==> config.mk <==
export PLATFORM = sky130hd
export DESIGN_NAME = render_sequencer
export DESIGN_NICKNAME = d
export VERILOG_FILES = /design/src/rtl/render_sequencer.sv
export SDC_FILE = /design/constraint.sdc
export NUM_CORES = 2
export LEC_CHECK = 0
export BUFFER_PORTS_ARGS = -buffer_cell sky130_fd_sc_hd__buf_2
export CAP_MARGIN = 20
export CORE_AREA = 8 8 274 276
export CTS_BUF_LIST = sky130_fd_sc_hd__clkbuf_8
export CTS_CLUSTER_SIZE = 24
export DETAILED_ROUTE_END_ITERATION = 7
export DIE_AREA = 0 0 282 284
export GPL_TIMING_DRIVEN = 0
export PLACE_DENSITY = 0.78
export RECOVER_POWER = 100
export SLEW_MARGIN = 15
export SYNTH_ARGS = -nofsm -noshare
export SYNTH_HDL_FRONTEND = slang
export SYNTH_SLANG_ARGS = --single-unit
==> constraint.sdc <==
create_clock -name clk_in -period 12.3 [get_ports clk_in]
set_input_delay 3.69 -clock clk_in [delete_from_list [all_inputs] [get_ports clk_in]]
set_output_delay 3.69 -clock clk_in [all_outputs]
set_load 0.05 [all_outputs]
==> src/rtl/render_sequencer.sv <==
// Frame controller: loads 8 object records into a two-set cache, then scans every sampled pixel
// with an A/B beat pair, drains the render pipeline and pulses frame done. Optional RENDER_SEQ_STALL_EN adds stall_in.
module render_sequencer #(
  parameter int unsigned H_PIXELS     = 1280,
  parameter int unsigned V_PIXELS     = 720,
  parameter int unsigned H_STEP       = 2,
  parameter int unsigned V_STEP       = 2,
  parameter int unsigned BASE_ADDR    = 0,
  parameter int unsigned READ_LATENCY = 2,
  parameter int unsigned DRAIN_CYCLES = 8
) (
  input  logic          clk_in,
  input  logic          rst_in,
  input  logic          frame_start_in,
`ifdef RENDER_SEQ_STALL_EN
  input  logic          stall_in,
`endif
  output logic [6:0]    obj_addr_out,
  output logic          obj_rd_en_out,
  input  logic [82:0]   obj_data_in,
  output logic          render_rst_out,
  output logic          render_valid_out,
  output logic [3:0]    is_static_out,
  output logic [7:0]    id_bits_out,
  output logic [191:0]  params_out,
  output logic [63:0]   pos_x_out,
  output logic [63:0]   pos_y_out,
  output logic [10:0]   hcount_out,
  output logic [9:0]    vcount_out,
  output logic          busy_out,
  output logic          frame_done_out
);

  localparam int unsigned CNT_W = 16;
  localparam int unsigned REC_W = 83;
  localparam int unsigned LANES = 4;
  localparam int unsigned SLOTS = 8;

  localparam logic [2:0] ST_IDLE  = 3'd0;
  localparam logic [2:0] ST_LOAD  = 3'd1;
  localparam logic [2:0] ST_SCAN  = 3'd2;
  localparam logic [2:0] ST_DRAIN = 3'd3;
  localparam logic [2:0] ST_DONE  = 3'd4;

  localparam logic [CNT_W-1:0] RD_LAST    = CNT_W'(SLOTS - 1);
  localparam logic [CNT_W-1:0] CAP_FIRST  = CNT_W'(READ_LATENCY);
  localparam logic [CNT_W-1:0] CAP_LAST   = CNT_W'(READ_LATENCY + SLOTS - 1);
  localparam logic [CNT_W-1:0] LOAD_LAST  = CNT_W'(READ_LATENCY + SLOTS);
  localparam logic [CNT_W-1:0] DRAIN_LAST = CNT_W'(DRAIN_CYCLES);

  logic [2:0]       state_q, state_d;
  logic [CNT_W-1:0] cnt_q, cnt_d;
  logic [REC_W-1:0] cache_q [SLOTS];
  logic [REC_W-1:0] bus_rec [LANES];
  logic             cache_we;
  logic [2:0]       cache_idx;
  logic             bus_ld, bus_phase;
  logic             beat_q, beat_d;
  logic             phase_q, phase_d;
  logic [10:0]      h_d;
  logic [9:0]       v_d;
  logic [6:0]       addr_d;
  logic             rd_en_d, rrst_d, busy_d, done_d;
  logic             stall;
  logic             last_col, last_row;

`ifdef RENDER_SEQ_STALL_EN
  assign stall            = stall_in;
  assign render_valid_out = beat_q & ~stall_in;
`else
  assign stall            = 1'b0;
  assign render_valid_out = beat_q;
`endif

  // 12-bit compares so hcount/vcount + step never wraps
  assign last_col = (12'(hcount_out) + 12'(H_STEP)) >= 12'(H_PIXELS);
  assign last_row = (12'(vcount_out) + 12'(V_STEP)) >= 12'(V_PIXELS);

  always_comb begin
    for (int i = 0; i < int'(LANES); i++) begin
      bus_rec[i] = cache_q[{bus_phase, 2'(i)}];
    end
  end

  // Next-state and next-output logic
  always_comb begin
    state_d   = state_q;
    cnt_d     = cnt_q;
    addr_d    = '0;
    rd_en_d   = 1'b0;
    rrst_d    = 1'b0;
    beat_d    = 1'b0;
    phase_d   = 1'b0;
    h_d       = '0;
    v_d       = '0;
    busy_d    = busy_out;
    done_d    = 1'b0;
    cache_we  = 1'b0;
    cache_idx = 3'(cnt_q - CAP_FIRST);
    bus_ld    = 1'b0;
    bus_phase = 1'b0;
    case (state_q)
      ST_IDLE: begin
        busy_d = 1'b0;
        if (frame_start_in) begin
          state_d = ST_LOAD;
          cnt_d   = '0;
          rd_en_d = 1'b1;
          addr_d  = 7'(BASE_ADDR);
          busy_d  = 1'b1;
        end
      end
      ST_LOAD: begin
        cnt_d = cnt_q + CNT_W'(1);
        if (cnt_q < RD_LAST) begin
          rd_en_d = 1'b1;
          addr_d  = 7'(BASE_ADDR) + 7'(cnt_q) + 7'd1;
        end
        cache_we = (cnt_q >= CAP_FIRST) && (cnt_q <= CAP_LAST);
        rrst_d   = (cnt_q == CAP_LAST);
        if (cnt_q == LOAD_LAST) begin
          state_d = ST_SCAN;
          cnt_d   = '0;
          beat_d  = 1'b1;
          bus_ld  = 1'b1;
        end
      end
      ST_SCAN: begin
        beat_d  = 1'b1;
        phase_d = phase_q;
        h_d     = hcount_out;
        v_d     = vcount_out;
        if (!stall) begin
          bus_ld = 1'b1;
          if (!phase_q) begin
            phase_d   = 1'b1;
            bus_phase = 1'b1;
          end else begin
            phase_d = 1'b0;
            if (!last_col) begin
              h_d = hcount_out + 11'(H_STEP);
            end else if (!last_row) begin
              h_d = '0;
              v_d = vcount_out + 10'(V_STEP);
            end else begin
              // trailing set-A beat at the last pixel flushes the final B result
              state_d = ST_DRAIN;
              cnt_d   = '0;
            end
          end
        end
      end
      ST_DRAIN: begin
        h_d = hcount_out;
        v_d = vcount_out;
        if ((cnt_q == '0) && stall) begin
          beat_d = 1'b1;
        end else if (cnt_q == DRAIN_LAST) begin
          state_d = ST_DONE;
          h_d     = '0;
          v_d     = '0;
          done_d  = 1'b1;
          busy_d  = 1'b0;
        end else begin
          cnt_d = cnt_q + CNT_W'(1);
        end
      end
      ST_DONE: begin
        state_d = ST_IDLE;
        busy_d  = 1'b0;
      end
      default: state_d = ST_IDLE;
    endcase
  end

  always_ff @(posedge clk_in) begin
    if (!rst_in) begin
      state_q        <= ST_IDLE;
      cnt_q          <= '0;
      beat_q         <= 1'b0;
      phase_q        <= 1'b0;
      obj_addr_out   <= '0;
      obj_rd_en_out  <= 1'b0;
      render_rst_out <= 1'b0;
      hcount_out     <= '0;
      vcount_out     <= '0;
      busy_out       <= 1'b0;
      frame_done_out <= 1'b0;
      is_static_out  <= '0;
      id_bits_out    <= '0;
      params_out     <= '0;
      pos_x_out      <= '0;
      pos_y_out      <= '0;
      for (int k = 0; k < int'(SLOTS); k++) begin
        cache_q[k] <= '0;
      end
    end else begin
      state_q        <= state_d;
      cnt_q          <= cnt_d;
      beat_q         <= beat_d;
      phase_q        <= phase_d;
      obj_addr_out   <= addr_d;
      obj_rd_en_out  <= rd_en_d;
      render_rst_out <= rrst_d;
      hcount_out     <= h_d;
      vcount_out     <= v_d;
      busy_out       <= busy_d;
      frame_done_out <= done_d;
      if (cache_we) begin
        cache_q[cache_idx] <= obj_data_in;
      end
      // object bus only changes when a new beat is presented
      if (bus_ld) begin
        for (int i = 0; i < int'(LANES); i++) begin
          is_static_out[i]          <= bus_rec[i][82];
          id_bits_out[i*2 +: 2]     <= bus_rec[i][81:80];
          params_out[i*48 +: 48]    <= bus_rec[i][79:32];
          pos_x_out[i*16 +: 16]     <= bus_rec[i][31:16];
          pos_y_out[i*16 +: 16]     <= bus_rec[i][15:0];
        end
      end
    end
  end

endmodule

Word-level counts from Yosys, hierarchy flattened --
Memory sizes are Yosys's and may differ from the RTL's. A register that Yosys moved wholly into a read port is not among the register bits. Cells that the tools add are included.
Word-level totals: bits in registers 53, memory bits (writable) 664, bits of input ports 86, output and inout bits 365, logic and storage cells 99, memories kept 1
Cells by class: add/sub/neg operators 7, magnitude comparators 5, equality and inequality tests 16, mux-type cells 42, reductions and logical operators 17
Memory list:
- cache_q | words 8, width 83, rd ports 4, clocked after memory_dff 4, write ports 8, RTL line 53 | logic [REC_W-1:0] cache_q [SLOTS];
Operators with widths (count):
- 2-to-1 mux 16 bit | 6
- 2-to-1 mux 83 bit | 1
- OR reduction 83 bit | 1
- case mux 16 bit (4 select lines) | 1
- == test 16 x 4 -> 1 bit, second input constant | 3
- 2-to-1 mux 11 bit | 4
- 2-to-1 mux 10 bit | 4
- case mux 11 bit (2 select lines) | 1
- 2-to-1 mux 3 bit | 7
- case mux 10 bit (2 select lines) | 1
- adder 16 x 1 -> 16 bit, second input constant | 1
- greater-or-equal comparator 16 x 2 -> 1 bit, second input constant | 1
- <= comparator 16 x 4 -> 1 bit, second input constant | 1
- < comparator 16 x 3 -> 1 bit, second input constant | 1
- inequality test 2 bit, second input constant | 8
- 2-to-1 mux 1 bit | 13
- adder 11 x 2 -> 12 bit, second input constant | 1
- greater-or-equal comparator 12 x 11 -> 1 bit, second input constant | 1
- case mux 3 bit (4 select lines) | 1
- AND reduction 6 bit | 2
- adder 10 x 2 -> 11 bit, second input constant | 1
- adder 11 x 2 -> 11 bit, second input constant | 1
- greater-or-equal comparator 11 x 10 -> 1 bit, second input constant | 1
- adder 10 x 2 -> 10 bit, second input constant | 1
- other kinds (16) | 24

Depth between registers and ports, before layout --
depth after elaboration 8, gate-level depth with buffers 12

Worst setup path before layout --
OpenSTA, ideal clock, no wires.
kind input port to flip-flop, start input port rst_in, end memory cache_q[5][0] (enable), data arrival time 9797 ps, required time 11661 ps, slack 1864 ps, cell stages on the path 4, cell sequence nand4_1 -> inv_2 -> nand2_2 -> o21ai_0
RTL lines:
- from (decl) | RTL line 13 | input logic rst_in,
- to (decl) | RTL line 53

==> impl_metrics.py <==
metrics = {
    "run_status": {
        "status": "finished with violations",
        "violations": "capacitance limit, slew limit",
    },
    "die": {
        "initial_core_util_pct": 59.5,
        "dieArea_mm2": 0.0801,
        "ios": 451,
        "core_area_mm2": 0.0708,
        "fp.dieH_um": 284,
        "rows": 98,
        "die_x_um": 282,
    },
    "timing": {
        "hold_viol_final": 0,
        "finalWorstSetupSlack_ns": 4.04,
        "worst_pin_slew_ns": 2.44,
        "max_freq_mhz": 121,
        "timing.final.crit_share_pct": 67.2,
        "whs_ns": 0.490,
        "setup_tns_ns": 0,
        "slew_viol_final": 178,
        "maxSlewHeadroom_pct": -62.4,
        "skew_ns": 0.0393,
        "rsz0062_at_grt": "false",
        "fin_crit_ns": 8.26,
        "setup_violations": 0,
    },
    "yosys": {
        "synth.area.top_cells": "edfxtp_1 47%, dfxtp_1 18%, and2_1 10%",
        "synthMuxAreaShare_pct": 0.0506,
        "synth_edf_count": 664,
        "ys_seq_area_share_pct": 65.6,
        "synth_compound_area_share_pct": 9.29,
        "yosys_most_used_dff": "edfxtp_1",
        "synth_area_per_cell_um2": 11.6,
        "async_reset_ff_share_pct": 0,
        "yosysWarnings": 0,
        "yosysTopAreaCellShare_pct": 47.4,
        "synth-simple-area-share_pct": 21.8,
        "yosys.area_share.adder_pct": 0.178,
        "ys_ff_latch": 1047,
        "yosysTopAreaCell": "edfxtp_1",
        "syn_area_mm2": 0.0421,
        "ys_types": 67,
        "synth_top_family_by_area": "simple AND/OR/NAND/NOR gates",
        "syn-instance-count": 3613,
        "synthXorXnorAreaFrac_pct": 0.0416,
    },
    "cells_and_area": {
        "drive_gt1_share_pct": 9.70,
        "regArea_mm2": 0.0276,
        "fillers": 5468,
        "fin_nets": 4350,
        "multi_input_area_mm2": 0.0132,
        "syn_to_final_growth_pct": 15.3,
    },
    "power_and_ir_drop": {
        "power_frac_seq_pct": 54.9,
        "p_leak_nw": 21.1,
        "clockPowerShare_pct": 42.3,
        "cellPowerDensity_mw_per_mm2": 144,
        "power_switching_w": 0.00155,
        "ir_worst_vdd_mv": 0.0989,
        "internal-power_w": 0.00543,
        "pwr-share-comb_pct": 2.8,
        "p_sw_share_pct": 22.2,
    },
    "run": {
        "drv_cap": 10,
    },
    "placement": {
        "hpwl_mm": 85.8,
        "gp_congestion": 0.886,
        "port-buffer-count": 448,
        "preCtsSetupSlack_ns": 4.75,
    },
    "clock_tree": {
        "cts_resized": 0,
        "clkTransAtPathRegs_ns": 0.06,
        "cts_buffers": 164,
        "cts_max_level": 4,
        "cts-root-buf": "clkbuf_8",
        "cts_sinks": 1047,
        "cts_buffer_depth": 3,
        "hold_buffers": 0,
        "cts_tree": "built",
        "post_cts_buffers": 0,
        "clock_latency_ns": 0.81,
    },
    "global_route": {
        "grt_pass1_wl_mm": 181,
        "grt_pass1_vias": 29800,
        "grt_max_degree": 46,
        "antenna_found_initial": 5,
        "grt_remaining_overflow": 0,
        "track_usage_pct": 29.8,
    },
    "worst_setup_path": {
        "cp.arrival_ns": 8.60,
        "cp.required_ns": 12.63,
        "start_kind": "input port",
        "crit_path_max_fanout": 19,
        "crit_path_end_kind": "flip-flop",
        "path_class": "in2reg",
    },
    "routing": {
        "dr_wl_met2_mm": 56.9,
        "wl_per_cell_um": 22.8,
        "routed_wl_mm": 122,
        "drtIter0Drc": 2886,
        "vias": 30800,
        "drtAntennaViolNets": 0,
        "drtPass1Iterations": 6,
        "vias_per_cell": 5.74,
        "met1_length_mm": 48.3,
        "top_layer_used": "met4",
        "wl_met3_mm": 12.4,
        "drc": 0,
    },
    "hold_path": {
        "hold_class": "reg2reg",
    },
}
[power by group through the flow]
| stage | clock [W] | sequential (W) | combinational [W] |
|---|---|---|---|
| after global placement | 0 | 0.00393 | 0.000186 |
| final | 0.00295 | 0.00383 | 0.000197 |
| after CTS | 0.00298 | 0.00383 | 0.000220 |
| after global routing | 0.00313 | 0.00384 | 0.000210 |
| after floorplan | 0 | 0.00393 | 0.0000824 |
| after detailed placement | 0 | 0.00390 | 0.000219 |
[cell usage in the layout (no fill, tap or decap), drive strengths merged, types with 3 or more instances in the layout]
cell type,count
bufinv,4
and4,4
and3,9
o21a,5
a21oi,14
nand2b,9
nor2,91
diode,5
ha,6
clkinv,32
or2,3
o21ai,41
conb,5
buf,174
and2,672
nor3,9
a311oi,56
inv,74
o211a,278
nand3b,3
clkinvlp,4
clkbuf,782
a31oi,22
dfxtp,383
nor3b,3
edfxtp,664
nand3,296
nand2,711
nor4,5
nand4,9
[kinds of logic (layout without fill, tap and decap cells)]
kind of cell | after synthesis | in the layout
mux | 2 | 2
buf+inv | 287 | 1070
flops | 1047 | 1047
xor+xnor | 2 | 2
other cells | 1 | 10
compound gates | 435 | 435
simple gates | 1833 | 1833
fa+ha+maj | 6 | 6
[worst paths after layout]
kind | end | start | slack (ns) | depth (start not counted)
setup reg to reg | cache_q[3][58] | cnt_q[1] | 6.53 | 11
hold reg to reg | cnt_q[15] | cnt_q[15] | 0.49 | 1
setup / recovery | cache_q[3][58] | rst_in | 4.04 | 7
hold / removal | cnt_q[15] | cnt_q[15] | 0.49 | 1
[per-layer routing]
metal	global-route usage [%]	vias up
li1	-	14000
met1	39.5	15000
met2	47.0	1470
met3	7.00	255
met4	12.2	0
met5	0	-
[critical path, cell delays in order]
cell and delay, ns:
clkbuf_1 0.42, clkbuf_1 0.88, clkbuf_1 0.76, clkbuf_1 0.46
o21ai_0 0.89, clkbuf_1 0.73, clkbuf_1 0.71
[synthesized netlist by cell type (3+ instances only)]
master    instances
a21oi_1          14
a311oi_1         56
a31oi_1          22
and2_1          672
and3_1            9
and4_1            3
buf_1             3
buf_2           112
buf_4             8
clkbuf_1        140
clkbuf_2         14
dfxtp_1         383
edfxtp_1        664
ha_1              6
inv_1             9
nand2_1         709
nand2b_1          9
nand3_1         296
nand3b_1          3
nand4_1           8
nor2_1           90
nor3_1            5
nor3_2            4
nor4_1            4
o211a_1         278
o21a_1            5
o21ai_0          33
o21ai_1           7
or2_2             3
[stage by stage]
stage               util [%]  std cells  cell area (µm²)  power (W)
detailed placement      65.4       5042            46300    0.00412
finish                  68.6       5355            48500    0.00698
global route            68.6       5352            48500    0.00718
global placement        64.3       5015            45500    0.00412
floorplan                  -       3617            42100    0.00401
CTS                     70.2       5350            49700    0.00702
[area by class of cell]
type                            count  area share, %
Sequential cell                  1047           56.9
Inverter                           10         0.0774
Multi-Input combinational cell   2283           27.2
Antenna cell                        5         0.0258
Timing Repair Buffer              475           3.99
Tap cell                          950           2.45
Buffer                            277           2.41
Clock inverter                    104           1.17
Clock buffer                      204           5.79
[flip-flops by register name, indices dropped and copies added (netlist names), 3 cells and up]
signal and count:
cnt_q 16, pos_x_out 64, is_static_out 4, params_out 192, vcount_out 9, state_q 3
hcount_out 10, obj_addr_out 7, id_bits_out 8, cache_q 664, pos_y_out 64
Note: power is estimated with default switching activity, not from simulation.
